`src/rtl/fpdiv_pkg.sv`:
```
// ============================================================================
//  fpdiv_pkg : shared types and constants for the iterative FP divider
//  Revision  : 1.0
// ============================================================================
`default_nettype none

package fpdiv_pkg;

    typedef enum logic [2:0] {
        S_IDLE   = 3'd0,
        S_UNPACK = 3'd1,
        S_DIVIDE = 3'd2,
        S_ROUND  = 3'd3,
        S_DONE   = 3'd4
    } state_e;

    typedef enum logic [1:0] {
        CLS_ZERO = 2'd0,
        CLS_NORM = 2'd1,
        CLS_INF  = 2'd2,
        CLS_NAN  = 2'd3
    } cls_e;

    localparam int FLAGS_W       = 5;
    localparam int FLG_INVALID   = 4;
    localparam int FLG_DIVZERO   = 3;
    localparam int FLG_OVERFLOW  = 2;
    localparam int FLG_UNDERFLOW = 1;
    localparam int FLG_INEXACT   = 0;

    // Positive quiet NaN: exponent all ones, fraction MSB set; caller truncates.
    function automatic logic [127:0] canon_nan(input int exp_w, input int man_w);
        logic [127:0] r;
        r = ((128'd1 << exp_w) - 128'd1) << man_w;
        r = r | (128'd1 << (man_w - 1));
        return r;
    endfunction

endpackage

`default_nettype wire

```
`src/rtl/fpdiv_round.sv`:
```
// ============================================================================
//  fpdiv_round : combinational rounding, overflow and flush-to-zero packing
//  Revision    : 1.0
// ============================================================================
`default_nettype none

module fpdiv_round
    import fpdiv_pkg::*;
#(
    parameter int EXP_W = 8,
    parameter int MAN_W = 23
) (
    input  logic                   sign_i,
    input  logic [EXP_W+1:0]       exp_i,
    input  logic [MAN_W:0]         mant_i,
    input  logic                   guard_i,
    input  logic                   round_i,
    input  logic                   sticky_i,
    input  logic                   rm_i,
    output logic [EXP_W+MAN_W:0]   result_o,
    output logic [2:0]             flags_o
);

    localparam int EW = EXP_W + 2;
    localparam logic [EW-1:0]    EXP_MAX  = EW'((1 << EXP_W) - 1);
    localparam logic [EXP_W-1:0] EXP_ONES = {EXP_W{1'b1}};

    logic               w_inexact;
    logic               w_inc;
    logic [MAN_W+1:0]   w_sum;
    logic [MAN_W-1:0]   w_frac;
    logic [EW-1:0]      w_exp;
    logic               w_over;
    logic               w_under;

    always_comb begin
        w_inexact = guard_i | round_i | sticky_i;
        w_inc     = ~rm_i & guard_i & (round_i | sticky_i | mant_i[0]);
        w_sum     = {1'b0, mant_i} + (MAN_W + 2)'(w_inc);

        if (w_sum[MAN_W+1]) begin
            w_frac = w_sum[MAN_W:1];
        end else begin
            w_frac = w_sum[MAN_W-1:0];
        end
        w_exp = exp_i + EW'(w_sum[MAN_W+1]);

        // Exponent is two's complement; test the sign bit before magnitude.
        w_over  = ~w_exp[EW-1] & (w_exp >= EXP_MAX);
        w_under = w_exp[EW-1] | (w_exp == '0);

        flags_o = '0;
        if (w_over) begin
            result_o = rm_i ? {sign_i, EXP_ONES - EXP_W'(1), {MAN_W{1'b1}}}
                            : {sign_i, EXP_ONES, {MAN_W{1'b0}}};
            flags_o[FLG_OVERFLOW] = 1'b1;
            flags_o[FLG_INEXACT]  = 1'b1;
        end else if (w_under) begin
            result_o = {sign_i, {(EXP_W + MAN_W){1'b0}}};
            flags_o[FLG_UNDERFLOW] = 1'b1;
            flags_o[FLG_INEXACT]   = 1'b1;
        end else begin
            result_o = {sign_i, w_exp[EXP_W-1:0], w_frac};
            flags_o[FLG_INEXACT] = w_inexact;
        end
    end

endmodule

`default_nettype wire

```
`src/rtl/fpdiv_iter.sv`:
```
// ============================================================================
//  fpdiv_iter : iterative radix-2 restoring floating-point divider
//  Revision   : 1.0
// ============================================================================
`default_nettype none

module fpdiv_iter
    import fpdiv_pkg::*;
#(
    parameter int EXP_W = 8,
    parameter int MAN_W = 23
) (
    input  logic                   clk,
    input  logic                   rst_n,
    input  logic                   in_valid,
    output logic                   in_ready,
    input  logic [EXP_W+MAN_W:0]   a,
    input  logic [EXP_W+MAN_W:0]   b,
    input  logic                   rm,
    output logic                   out_valid,
    input  logic                   out_ready,
    output logic [EXP_W+MAN_W:0]   result,
    output logic [FLAGS_W-1:0]     flags
);

    localparam int W     = 1 + EXP_W + MAN_W;
    localparam int EW    = EXP_W + 2;
    localparam int CNT_W = $clog2(MAN_W + 3);
    localparam int BIAS  = (1 << (EXP_W - 1)) - 1;
    localparam logic [CNT_W-1:0] CNT_LOAD = CNT_W'(MAN_W + 2);
    localparam logic [EXP_W-1:0] EXP_ONES = {EXP_W{1'b1}};
    localparam logic [W-1:0]     QNAN     = W'(canon_nan(EXP_W, MAN_W));

    state_e             state_q;
    logic [W-1:0]       a_q, b_q;
    logic               rm_q;
    logic [CNT_W-1:0]   cnt_q;
    logic [MAN_W+1:0]   rem_q;
    logic [MAN_W:0]     div_q;
    logic [MAN_W+2:0]   quo_q;
    logic               sign_q;
    logic [EW-1:0]      exp_q;
    logic               special_q;
    logic               in_ready_q;
    logic               out_valid_q;
    logic [W-1:0]       result_q;
    logic [FLAGS_W-1:0] flags_q;

    function automatic cls_e classify(input logic [EXP_W-1:0] e, input logic [MAN_W-1:0] f);
        if (e == '0)            return CLS_ZERO;
        else if (e != EXP_ONES) return CLS_NORM;
        else if (f == '0)       return CLS_INF;
        else                    return CLS_NAN;
    endfunction

    logic               w_sa, w_sb;
    logic [EXP_W-1:0]   w_ea, w_eb;
    logic [MAN_W-1:0]   w_fa, w_fb;
    cls_e               w_ca, w_cb;
    logic               w_sign;
    logic [EW-1:0]      w_exp_diff;

    assign {w_sa, w_ea, w_fa} = a_q;
    assign {w_sb, w_eb, w_fb} = b_q;
    assign w_ca       = classify(w_ea, w_fa);
    assign w_cb       = classify(w_eb, w_fb);
    assign w_sign     = w_sa ^ w_sb;
    assign w_exp_diff = EW'(w_ea) - EW'(w_eb) + EW'(BIAS);

    logic               w_special;
    logic [W-1:0]       w_spec_res;
    logic [FLAGS_W-1:0] w_spec_flags;

    // Subnormals already classify as zero, so they follow the zero rows.
    always_comb begin
        w_special    = 1'b1;
        w_spec_res   = '0;
        w_spec_flags = '0;
        if ((w_ca == CLS_NAN) || (w_cb == CLS_NAN) ||
            ((w_ca == CLS_ZERO) && (w_cb == CLS_ZERO)) ||
            ((w_ca == CLS_INF) && (w_cb == CLS_INF))) begin
            w_spec_res                = QNAN;
            w_spec_flags[FLG_INVALID] = 1'b1;
        end else if ((w_ca == CLS_NORM) && (w_cb == CLS_ZERO)) begin
            w_spec_res                = {w_sign, EXP_ONES, {MAN_W{1'b0}}};
            w_spec_flags[FLG_DIVZERO] = 1'b1;
        end else if (w_ca == CLS_INF) begin
            w_spec_res = {w_sign, EXP_ONES, {MAN_W{1'b0}}};
        end else if ((w_cb == CLS_INF) || (w_ca == CLS_ZERO)) begin
            w_spec_res = {w_sign, {(W - 1){1'b0}}};
        end else begin
            w_special = 1'b0;
        end
    end

    logic [MAN_W+1:0]   w_diff;
    logic               w_borrow;
    logic               w_qbit;
    logic [MAN_W+1:0]   w_rem_nxt;

    assign {w_borrow, w_diff} = {1'b0, rem_q} - {2'b00, div_q};
    assign w_qbit    = ~w_borrow;
    assign w_rem_nxt = (w_qbit ? w_diff : rem_q) << 1;

    // Quotient lies in (0.5, 2): a clear MSB means one bit of left normalisation.
    logic               w_norm;
    logic [MAN_W:0]     w_mant;
    logic               w_guard;
    logic               w_round;
    logic [EW-1:0]      w_exp_n;
    logic [W-1:0]       w_rnd_res;
    logic [2:0]         w_rnd_flags;

    assign w_norm  = quo_q[MAN_W+2];
    assign w_mant  = w_norm ? quo_q[MAN_W+2:2] : quo_q[MAN_W+1:1];
    assign w_guard = w_norm ? quo_q[1] : quo_q[0];
    assign w_round = w_norm ? quo_q[0] : 1'b0;
    assign w_exp_n = w_norm ? exp_q : exp_q - EW'(1);

    fpdiv_round #(
        .EXP_W (EXP_W),
        .MAN_W (MAN_W)
    ) u_round (
        .sign_i   (sign_q),
        .exp_i    (w_exp_n),
        .mant_i   (w_mant),
        .guard_i  (w_guard),
        .round_i  (w_round),
        .sticky_i (|rem_q),
        .rm_i     (rm_q),
        .result_o (w_rnd_res),
        .flags_o  (w_rnd_flags)
    );

    always_ff @(posedge clk or negedge rst_n) begin
        if (!rst_n) begin
            state_q     <= S_IDLE;
            a_q         <= '0;
            b_q         <= '0;
            rm_q        <= 1'b0;
            cnt_q       <= '0;
            rem_q       <= '0;
            div_q       <= '0;
            quo_q       <= '0;
            sign_q      <= 1'b0;
            exp_q       <= '0;
            special_q   <= 1'b0;
            in_ready_q  <= 1'b1;
            out_valid_q <= 1'b0;
            result_q    <= '0;
            flags_q     <= '0;
        end else begin
            unique case (state_q)
                S_IDLE: begin
                    if (in_valid) begin
                        a_q        <= a;
                        b_q        <= b;
                        rm_q       <= rm;
                        in_ready_q <= 1'b0;
                        state_q    <= S_UNPACK;
                    end
                end
                S_UNPACK: begin
                    special_q <= w_special;
                    sign_q    <= w_sign;
                    exp_q     <= w_exp_diff;
                    rem_q     <= {2'b01, w_fa};
                    div_q     <= {1'b1, w_fb};
                    quo_q     <= '0;
                    cnt_q     <= CNT_LOAD;
                    // Specials hop through ROUND (untouched there) for a fixed 2-cycle latency.
                    if (w_special) begin
                        result_q <= w_spec_res;
                        flags_q  <= w_spec_flags;
                        state_q  <= S_ROUND;
                    end else begin
                        state_q  <= S_DIVIDE;
                    end
                end
                S_DIVIDE: begin
                    rem_q <= w_rem_nxt;
                    quo_q <= {quo_q[MAN_W+1:0], w_qbit};
                    if (cnt_q == '0) begin
                        state_q <= S_ROUND;
                    end else begin
                        cnt_q <= cnt_q - CNT_W'(1);
                    end
                end
                S_ROUND: begin
                    if (!special_q) begin
                        result_q <= w_rnd_res;
                        flags_q  <= {2'b00, w_rnd_flags};
                    end
                    out_valid_q <= 1'b1;
                    state_q     <= S_DONE;
                end
                S_DONE: begin
                    if (out_ready) begin
                        out_valid_q <= 1'b0;
                        in_ready_q  <= 1'b1;
                        state_q     <= S_IDLE;
                    end
                end
                default: begin
                    state_q <= S_IDLE;
                end
            endcase
        end
    end

    assign in_ready  = in_ready_q;
    assign out_valid = out_valid_q;
    assign result    = result_q;
    assign flags     = flags_q;

endmodule

`default_nettype wire

```
`config.mk`:
```
export PLATFORM = sky130hd
export DESIGN_NAME = fpdiv_iter
export DESIGN_NICKNAME = d
export VERILOG_FILES = /design/src/rtl/fpdiv_pkg.sv /design/src/rtl/fpdiv_round.sv /design/src/rtl/fpdiv_iter.sv
export SDC_FILE = /design/constraint.sdc
export NUM_CORES = 1
export LEC_CHECK = 0
export ABC_AREA = 1
export ABC_CLOCK_PERIOD_IN_PS = 4400
export CORE_ASPECT_RATIO = 1.1
export CORE_MARGIN = 2
export CORE_UTILIZATION = 53
export DETAILED_ROUTE_END_ITERATION = 16
export GPL_TIMING_DRIVEN = 0
export PLACE_DENSITY = 0.77
export RECOVER_POWER = 50
export SYNTH_ARGS = -nofsm -noshare
export SYNTH_HDL_FRONTEND = slang
export SYNTH_SLANG_ARGS = --single-unit
```
`constraint.sdc`:
```
create_clock -name clk -period 4.4 [get_ports clk]
set_clock_uncertainty 0.2 [all_clocks]
set_input_delay 0.88 -clock clk [delete_from_list [all_inputs] [get_ports clk]]
set_output_delay 0.88 -clock clk [all_outputs]
set_load 0.03 [all_outputs]
```
==> impl_metrics.env, run 1 <==
export IMPL_grt_max_degree=103
export IMPL_slew_headroom=-0.678
export IMPL_syn_to_final_growth_pct=22.8
export IMPL_tightest_slew_ns=2.52
export IMPL_p_leak_uw=0.00697
export IMPL_start_util=0.539
export IMPL_synth_edf_count=0
export IMPL_cp_slowest_stage_delay_ns=0.39
export IMPL_placed_cell_area_sq_um=13300
export IMPL_num_rows=57
export IMPL_ys_seq_area_frac=0.420
export IMPL_antennaDiodeCount=0
export IMPL_synth_cells=1616
export IMPL_pwr_density_cell_nw_per_um2=805
export IMPL_synth_ff_type="dfrtp_1"
export IMPL_drtIter0Drc=894
export IMPL_wirelength_mm=33.7
export IMPL_synth_seq_cells=199
export IMPL_dr_wl_met2_mm=16.5
export IMPL_yosysUniqueCellTypes=51
export IMPL_firstDrtPassIters=5
export IMPL_wl_per_cell_microns=16.1
export IMPL_antenna_found_initial=0
export IMPL_wl_met3_mm=1.59
export IMPL_clkSinkCount=199
export IMPL_dieArea_sq_um=23600
export IMPL_fin_nets=1892
export IMPL_track_usage=0.292
export IMPL_clkTransAtPathRegs_ns=0.08
export IMPL_hold_viol=0
export IMPL_viasPerCell=5.51
export IMPL_yosysWarnings=0
export IMPL_max_cap_violations=1
export IMPL_cts_buffer_depth=2
export IMPL_arrival_ns=4.52
export IMPL_dp_hpwl_mm=25.1
export IMPL_drc=0
export IMPL_cts_tree="built"
export IMPL_synthArstFlopShare=1.00
export IMPL_route_vias_total=11500
export IMPL_clock_fmax_ghz=0.231
export IMPL_gp_congestion=0.950
export IMPL_htree_levels=4
export IMPL_syn_nets=1726
export IMPL_violations="max-capacitance violations, max-slew violations"
export IMPL_fillerInstances=1838
export IMPL_grt_pass1_vias=11200
export IMPL_io_pin_count=108
export IMPL_setup_viol=0
export IMPL_met1_length_mm=13.9
export IMPL_insertion_delay_ns=0.44
export IMPL_period_share=0.985
export IMPL_core_area_sq_um=22000
export IMPL_r2r_setup_slack_ns=0.07
export IMPL_port_buffers=107
export IMPL_status="complete, but fails checks"
export IMPL_crit_path_start_kind="register"
export IMPL_highest_layer="met4"
export IMPL_slowest_stage="dfrtp_1"
export IMPL_grt_pass1_wl_mm=55.2
export IMPL_dieWidth_microns=147
export IMPL_netlist_area_sq_um=11900
export IMPL_drive_gt1_frac=0.116
export IMPL_final_antenna_net_count=0
export IMPL_rsz0062_at_grt="yes"
export IMPL_dieHeight_microns=161
export IMPL_hold_class="register to register"
export IMPL_grt_overflow=0
export IMPL_crit_top_cell="nor2_4"
export IMPL_crit_type="register to register"
export IMPL_worstSetupEndpointType="register"
export IMPL_post_route_util=0.662
export IMPL_finalCriticalPeriod_ns=4.33
export IMPL_cts_made_buffers=17
export IMPL_ir_drop_uv=433
export IMPL_required_ns=4.58
export IMPL_postSynthAreaPerCell_sq_um=7.35
export IMPL_slew_violations=102
export IMPL_design_area_sq_um=14600
export IMPL_cts_hold_fix_buffers=0
export IMPL_cts_root_buf="clkbuf_16"
export IMPL_crit_fanout=6
-- area by class of cell --
| cell class | count | area (sq um) | area share |
|---|---|---|---|
| multi-input cells | 1161 | 6150 | 0.422 |
| flip-flops and latches | 199 | 4980 | 0.342 |
| repair buffers | 147 | 1420 | 0.0977 |
| inverters | 200 | 756 | 0.0518 |
| clock buffers | 17 | 425 | 0.0292 |
| well taps | 295 | 369 | 0.0253 |
| plain buffers | 56 | 314 | 0.0215 |
| clock inverters | 15 | 164 | 0.0112 |
-- layout by cell type (no fill, tap or decap), drive strengths merged, types with 8 or more instances in the layout --
| cell type | n |
|---|---|
| a21oi | 61 |
| buf | 62 |
| clkbuf | 52 |
| clkdlybuf4s50 | 105 |
| clkinv | 9 |
| dfrtp | 198 |
| ha | 39 |
| inv | 204 |
| nand2 | 532 |
| nand3 | 76 |
| nand4 | 33 |
| nor2 | 117 |
| nor3 | 12 |
| nor4 | 16 |
| o211ai | 9 |
| o21ai | 153 |
| o221ai | 8 |
| o22ai | 31 |
| or2 | 8 |
| xnor2 | 15 |
| xor2 | 26 |
-- worst max-delay path: cells and delay by family (launching register included) --
| family | cells | cell delay (ns) |
|---|---|---|
| compound gates | 1 | 0.13 |
| fa+ha+maj | 2 | 0.34 |
| buf+inv | 7 | 0.75 |
| flops | 1 | 0.39 |
| simple gates | 22 | 2.45 |
-- logic make-up (layout without fill, tap and decap cells) --
family	count (synthesis)	after routing	share of synthesized area
AO/OA/AOI/OAI	281	281	0.131
XOR/XNOR	41	41	0.0315
adder cells (fa/ha/maj)	41	41	0.0445
buffers and inverters	256	435	0.0877
flip-flops	199	199	0.420
AND/OR/NAND/NOR	798	798	0.285
-- metrics by stage --
step                 TNS, ns  power, uW  hold WS, ns  setup WS, ns  cells
floorplan                  0       7780        0.226         0.316   1616
global placement    -1159.65       9440        0.250         -5.81   2018
detailed placement    -11.10       9630        0.248        -0.420   2019
CTS                    -4.37      11500        0.264        -0.163   2083
global route           -5.75      12700        0.297        -0.256   2090
finish                     0      11700        0.262        0.0659   2090
-- synthesized netlist by cell type (8+ instances only) --
cell,instances,share of area
nand2_2,9,0.0047
nor4_1,15,0.0079
clkbuf_1,33,0.010
nand2_1,523,0.17
o21ai_1,9,0.0038
nand4_1,33,0.017
o22ai_1,31,0.016
o221ai_1,8,0.0059
nor2_1,107,0.034
o21ai_0,142,0.060
inv_1,192,0.061
xor2_1,25,0.018
xnor2_1,14,0.010
or2_2,8,0.0042
ha_1,39,0.041
o211ai_1,9,0.0057
dfrtp_1,198,0.42
nor3_1,8,0.0034
a21oi_1,60,0.025
nand3_1,72,0.030
-- where the power goes --
part / internal [uW] / switching (uW) / leakage (uW) / total [uW]
combinational: 2540 / 4480 / 0.00419 / 7020
clock: 807 / 761 / 0.000288 / 1570
sequential: 2610 / 540 / 0.00249 / 3150
-- flip-flops by register name, summed over array words and instances (netlist names) --
register,count
a_q,32
b_q,32
cnt_q,5
div_q,24
exp_q,10
flags,5
in_ready,1
out_valid,1
quo_q,26
rem_q,25
result,32
rm_q,1
sign_q,1
special_q,1
state_q,3
-- metal layers --
| layer | up-vias | global-route usage |
|---|---|---|
| met2 | 396 | 0.503 |
| met5 | - | 0 |
| met3 | 99 | 0.0335 |
| met1 | 5448 | 0.368 |
| met4 | 0 | 0.136 |
| li1 | 5578 | - |
-- worst paths after layout --
| kind | depth (start not counted) | startpoint | endpoint |
|---|---|---|---|
| worst min register to register | 2 | div_q[23] | div_q[23] |
| worst min-delay path | 2 | div_q[23] | div_q[23] |
| worst max-delay path | 32 | quo_q[25] | result[4] |
| worst max register to register | 32 | quo_q[25] | result[4] |
| min in group asynchronous | 1 | rst_n | quo_q[12] |
| max in group asynchronous | 1 | rst_n | cnt_q[4] |
-- repair_timing --
action	CTS	global route
endpoints found under the setup margin	32	34
cloned	5	0
resized for setup	72	41
buffers inserted	29	8
pin swaps	24	27
endpoints found under the hold margin	0	0
No activity file was read; power rests on OpenSTA's default activity.
==> run 2, diff against run 1 <==
- CORE_MARGIN: 2 -> default
- SKIP_LAST_GASP: default -> 1
==> run 2 against run 1 <==
  * The run ends with max-capacitance violations, max-slew violations, negative setup slack left
  * Fmax is 2.9% lower
  * Combinational power fell by 0.6%
  * Power is 0.54% higher
  * Register-to-register slack worse by 0.13 ns
  * Design area grew 0.34%
  * Hold slack better by 0.018 ns
  * Die area is 2.6% lower
  * Sequential power about the same
  * Routed wire length shrank 1.2%
  * Count of clock-buffer cells in the layout is the same
  * Largest cell class unchanged
==> impl_metrics.env, run 2 (synthesis gave the netlist of run 1 again) <==
export IMPL_io_pin_count=108
export IMPL_hold_viol=0
export IMPL_required_ns=4.54
export IMPL_tightest_slew_ns=2.40
export IMPL_clock_fmax_ghz=0.224
export IMPL_violations="max-capacitance violations, max-slew violations, negative setup slack"
export IMPL_htree_levels=4
export IMPL_cts_root_buf="clkbuf_16"
export IMPL_slew_violations=95
export IMPL_core_area_sq_um=22000
export IMPL_wl_per_cell_microns=16.0
export IMPL_syn_to_final_growth_pct=23.3
export IMPL_num_rows=57
export IMPL_p_leak_uw=0.00695
export IMPL_wirelength_mm=33.3
export IMPL_drive_gt1_frac=0.115
export IMPL_finalCriticalPeriod_ns=4.46
export IMPL_drtIter0Drc=662
export IMPL_drc=0
export IMPL_stdcell_count=2079
export IMPL_crit_top_cell="nand2_1"
export IMPL_antennaDiodeCount=0
export IMPL_setup_viol=24
export IMPL_firstDrtPassIters=6
export IMPL_worstSetupEndpointType="register"
export IMPL_setup_ws_ns=-0.0646
export IMPL_max_cap_violations=1
export IMPL_arrival_ns=4.61
export IMPL_route_vias_total=11400
export IMPL_viasPerCell=5.49
export IMPL_slowest_stage="dfrtp_1"
export IMPL_final_antenna_net_count=0
export IMPL_mostFrequentLayoutCells="483 x nand2_1, 198 x dfrtp_1, 188 x inv_1, 134 x o21ai_0, 105 x clkdlybuf4s50_1"
export IMPL_crit_fanout=10
export IMPL_placed_cell_area_sq_um=13300
export IMPL_antenna_found_initial=0
export IMPL_gp_congestion=0.955
export IMPL_placed_cells=2019
export IMPL_slew_headroom=-0.601
export IMPL_dieArea_sq_um=23000
export IMPL_ir_drop_uv=393
export IMPL_clkTransAtPathRegs_ns=0.08
export IMPL_dp_hpwl_mm=24.7
export IMPL_start_util=0.539
export IMPL_track_usage=0.297
export IMPL_cp_slowest_stage_delay_ns=0.39
export IMPL_insertion_delay_ns=0.45
export IMPL_crit_path_start_kind="register"
export IMPL_grt_pass1_wl_mm=52.8
export IMPL_hold_class="register to register"
export IMPL_dieWidth_microns=145
export IMPL_clkSinkCount=199
export IMPL_final_setup_tns_ns=-0.987
export IMPL_r2r_setup_slack_ns=-0.06
export IMPL_cts_tree="built"
export IMPL_dieHeight_microns=159
export IMPL_pwr_density_cell_nw_per_um2=807
export IMPL_rsz0062_at_grt="yes"
export IMPL_port_buffers=107
export IMPL_final_common_cell="nand2_1"
export IMPL_cts_made_buffers=17
export IMPL_post_route_util=0.664
export IMPL_fin_nets=1881
export IMPL_crit_type="register to register"
export IMPL_period_share=1.01
export IMPL_grt_overflow=0
export IMPL_grt_max_degree=106
export IMPL_grt_pass1_vias=10700
export IMPL_design_area_sq_um=14600
export IMPL_status="complete, but fails checks"
export IMPL_cts_buffer_depth=2
## run 2: changes by cell type in the layout (fill, tap and decap cells not counted), moves of 3 or more
cell,change
nand2_1,-9
buf_4,-7
buf_6,-7
nand2_2,+5
nand2_4,+4
nand3_4,+3
o21ai_2,-3
## run 2: layout make-up
cell class	count	area [sq um]
fillers	1847	7410
multi-input cells	1161	6210
flip-flops and latches	199	4980
repair buffers	136	1370
inverters	200	758
clock buffers	17	425
well taps	295	369
plain buffers	56	310
clock inverters	15	206
## run 2: repair_timing
| action | CTS | global route |
|---|---|---|
| gates resized for setup | 58 | 66 |
| endpoints found under the hold margin | 0 | 0 |
| hold buffers | 0 | 0 |
| setup buffers | 19 | 5 |
| pin swaps | 27 | 34 |
| gates cloned | 2 | 3 |
| endpoints found under the setup margin | 32 | 34 |
## run 2: where the power goes
part           switching, uW  internal [uW]
Sequential               542           2610
Combinational           4430           2540
Clock                    796            876
## run 2: metal layers
layer	global-route usage	wire, microns
met5	0	0
met1	0.376	13900
met2	0.497	16200
met4	0.156	1710
met3	0.0337	1440
## run 2: critical path: cells and delay by family, from the launching register on
| kind | cells | cell delay [ns] |
|---|---|---|
| AND/OR/NAND/NOR | 22 | 2.73 |
| buffers and inverters | 6 | 0.75 |
| flip-flops | 1 | 0.39 |
| adder cells (fa/ha/maj) | 1 | 0.20 |
| AO/OA/AOI/OAI | 1 | 0.10 |
## run 2: path summary, 6_finish.rpt
kind / startpoint / to / cells after the start
worst max-delay path: quo_q[25] / result[21] / 30
worst min-delay path: result[4] / result[4] / 2
worst max register to register: quo_q[25] / result[21] / 30
worst min register to register: result[4] / result[4] / 2
max in group asynchronous: rst_n / a_q[27] / 2
min in group asynchronous: rst_n / result[8] / 1
## run 2: through the flow
stage	power, uW	worst slack (ns)	hold slack, ns
after global routing	12800	-0.165	0.290
after detailed placement	9580	-0.443	0.248
after floorplan	7780	0.316	0.226
after global placement	9420	-5.82	0.246
final	11800	-0.0646	0.280
after CTS	11500	-0.124	0.265
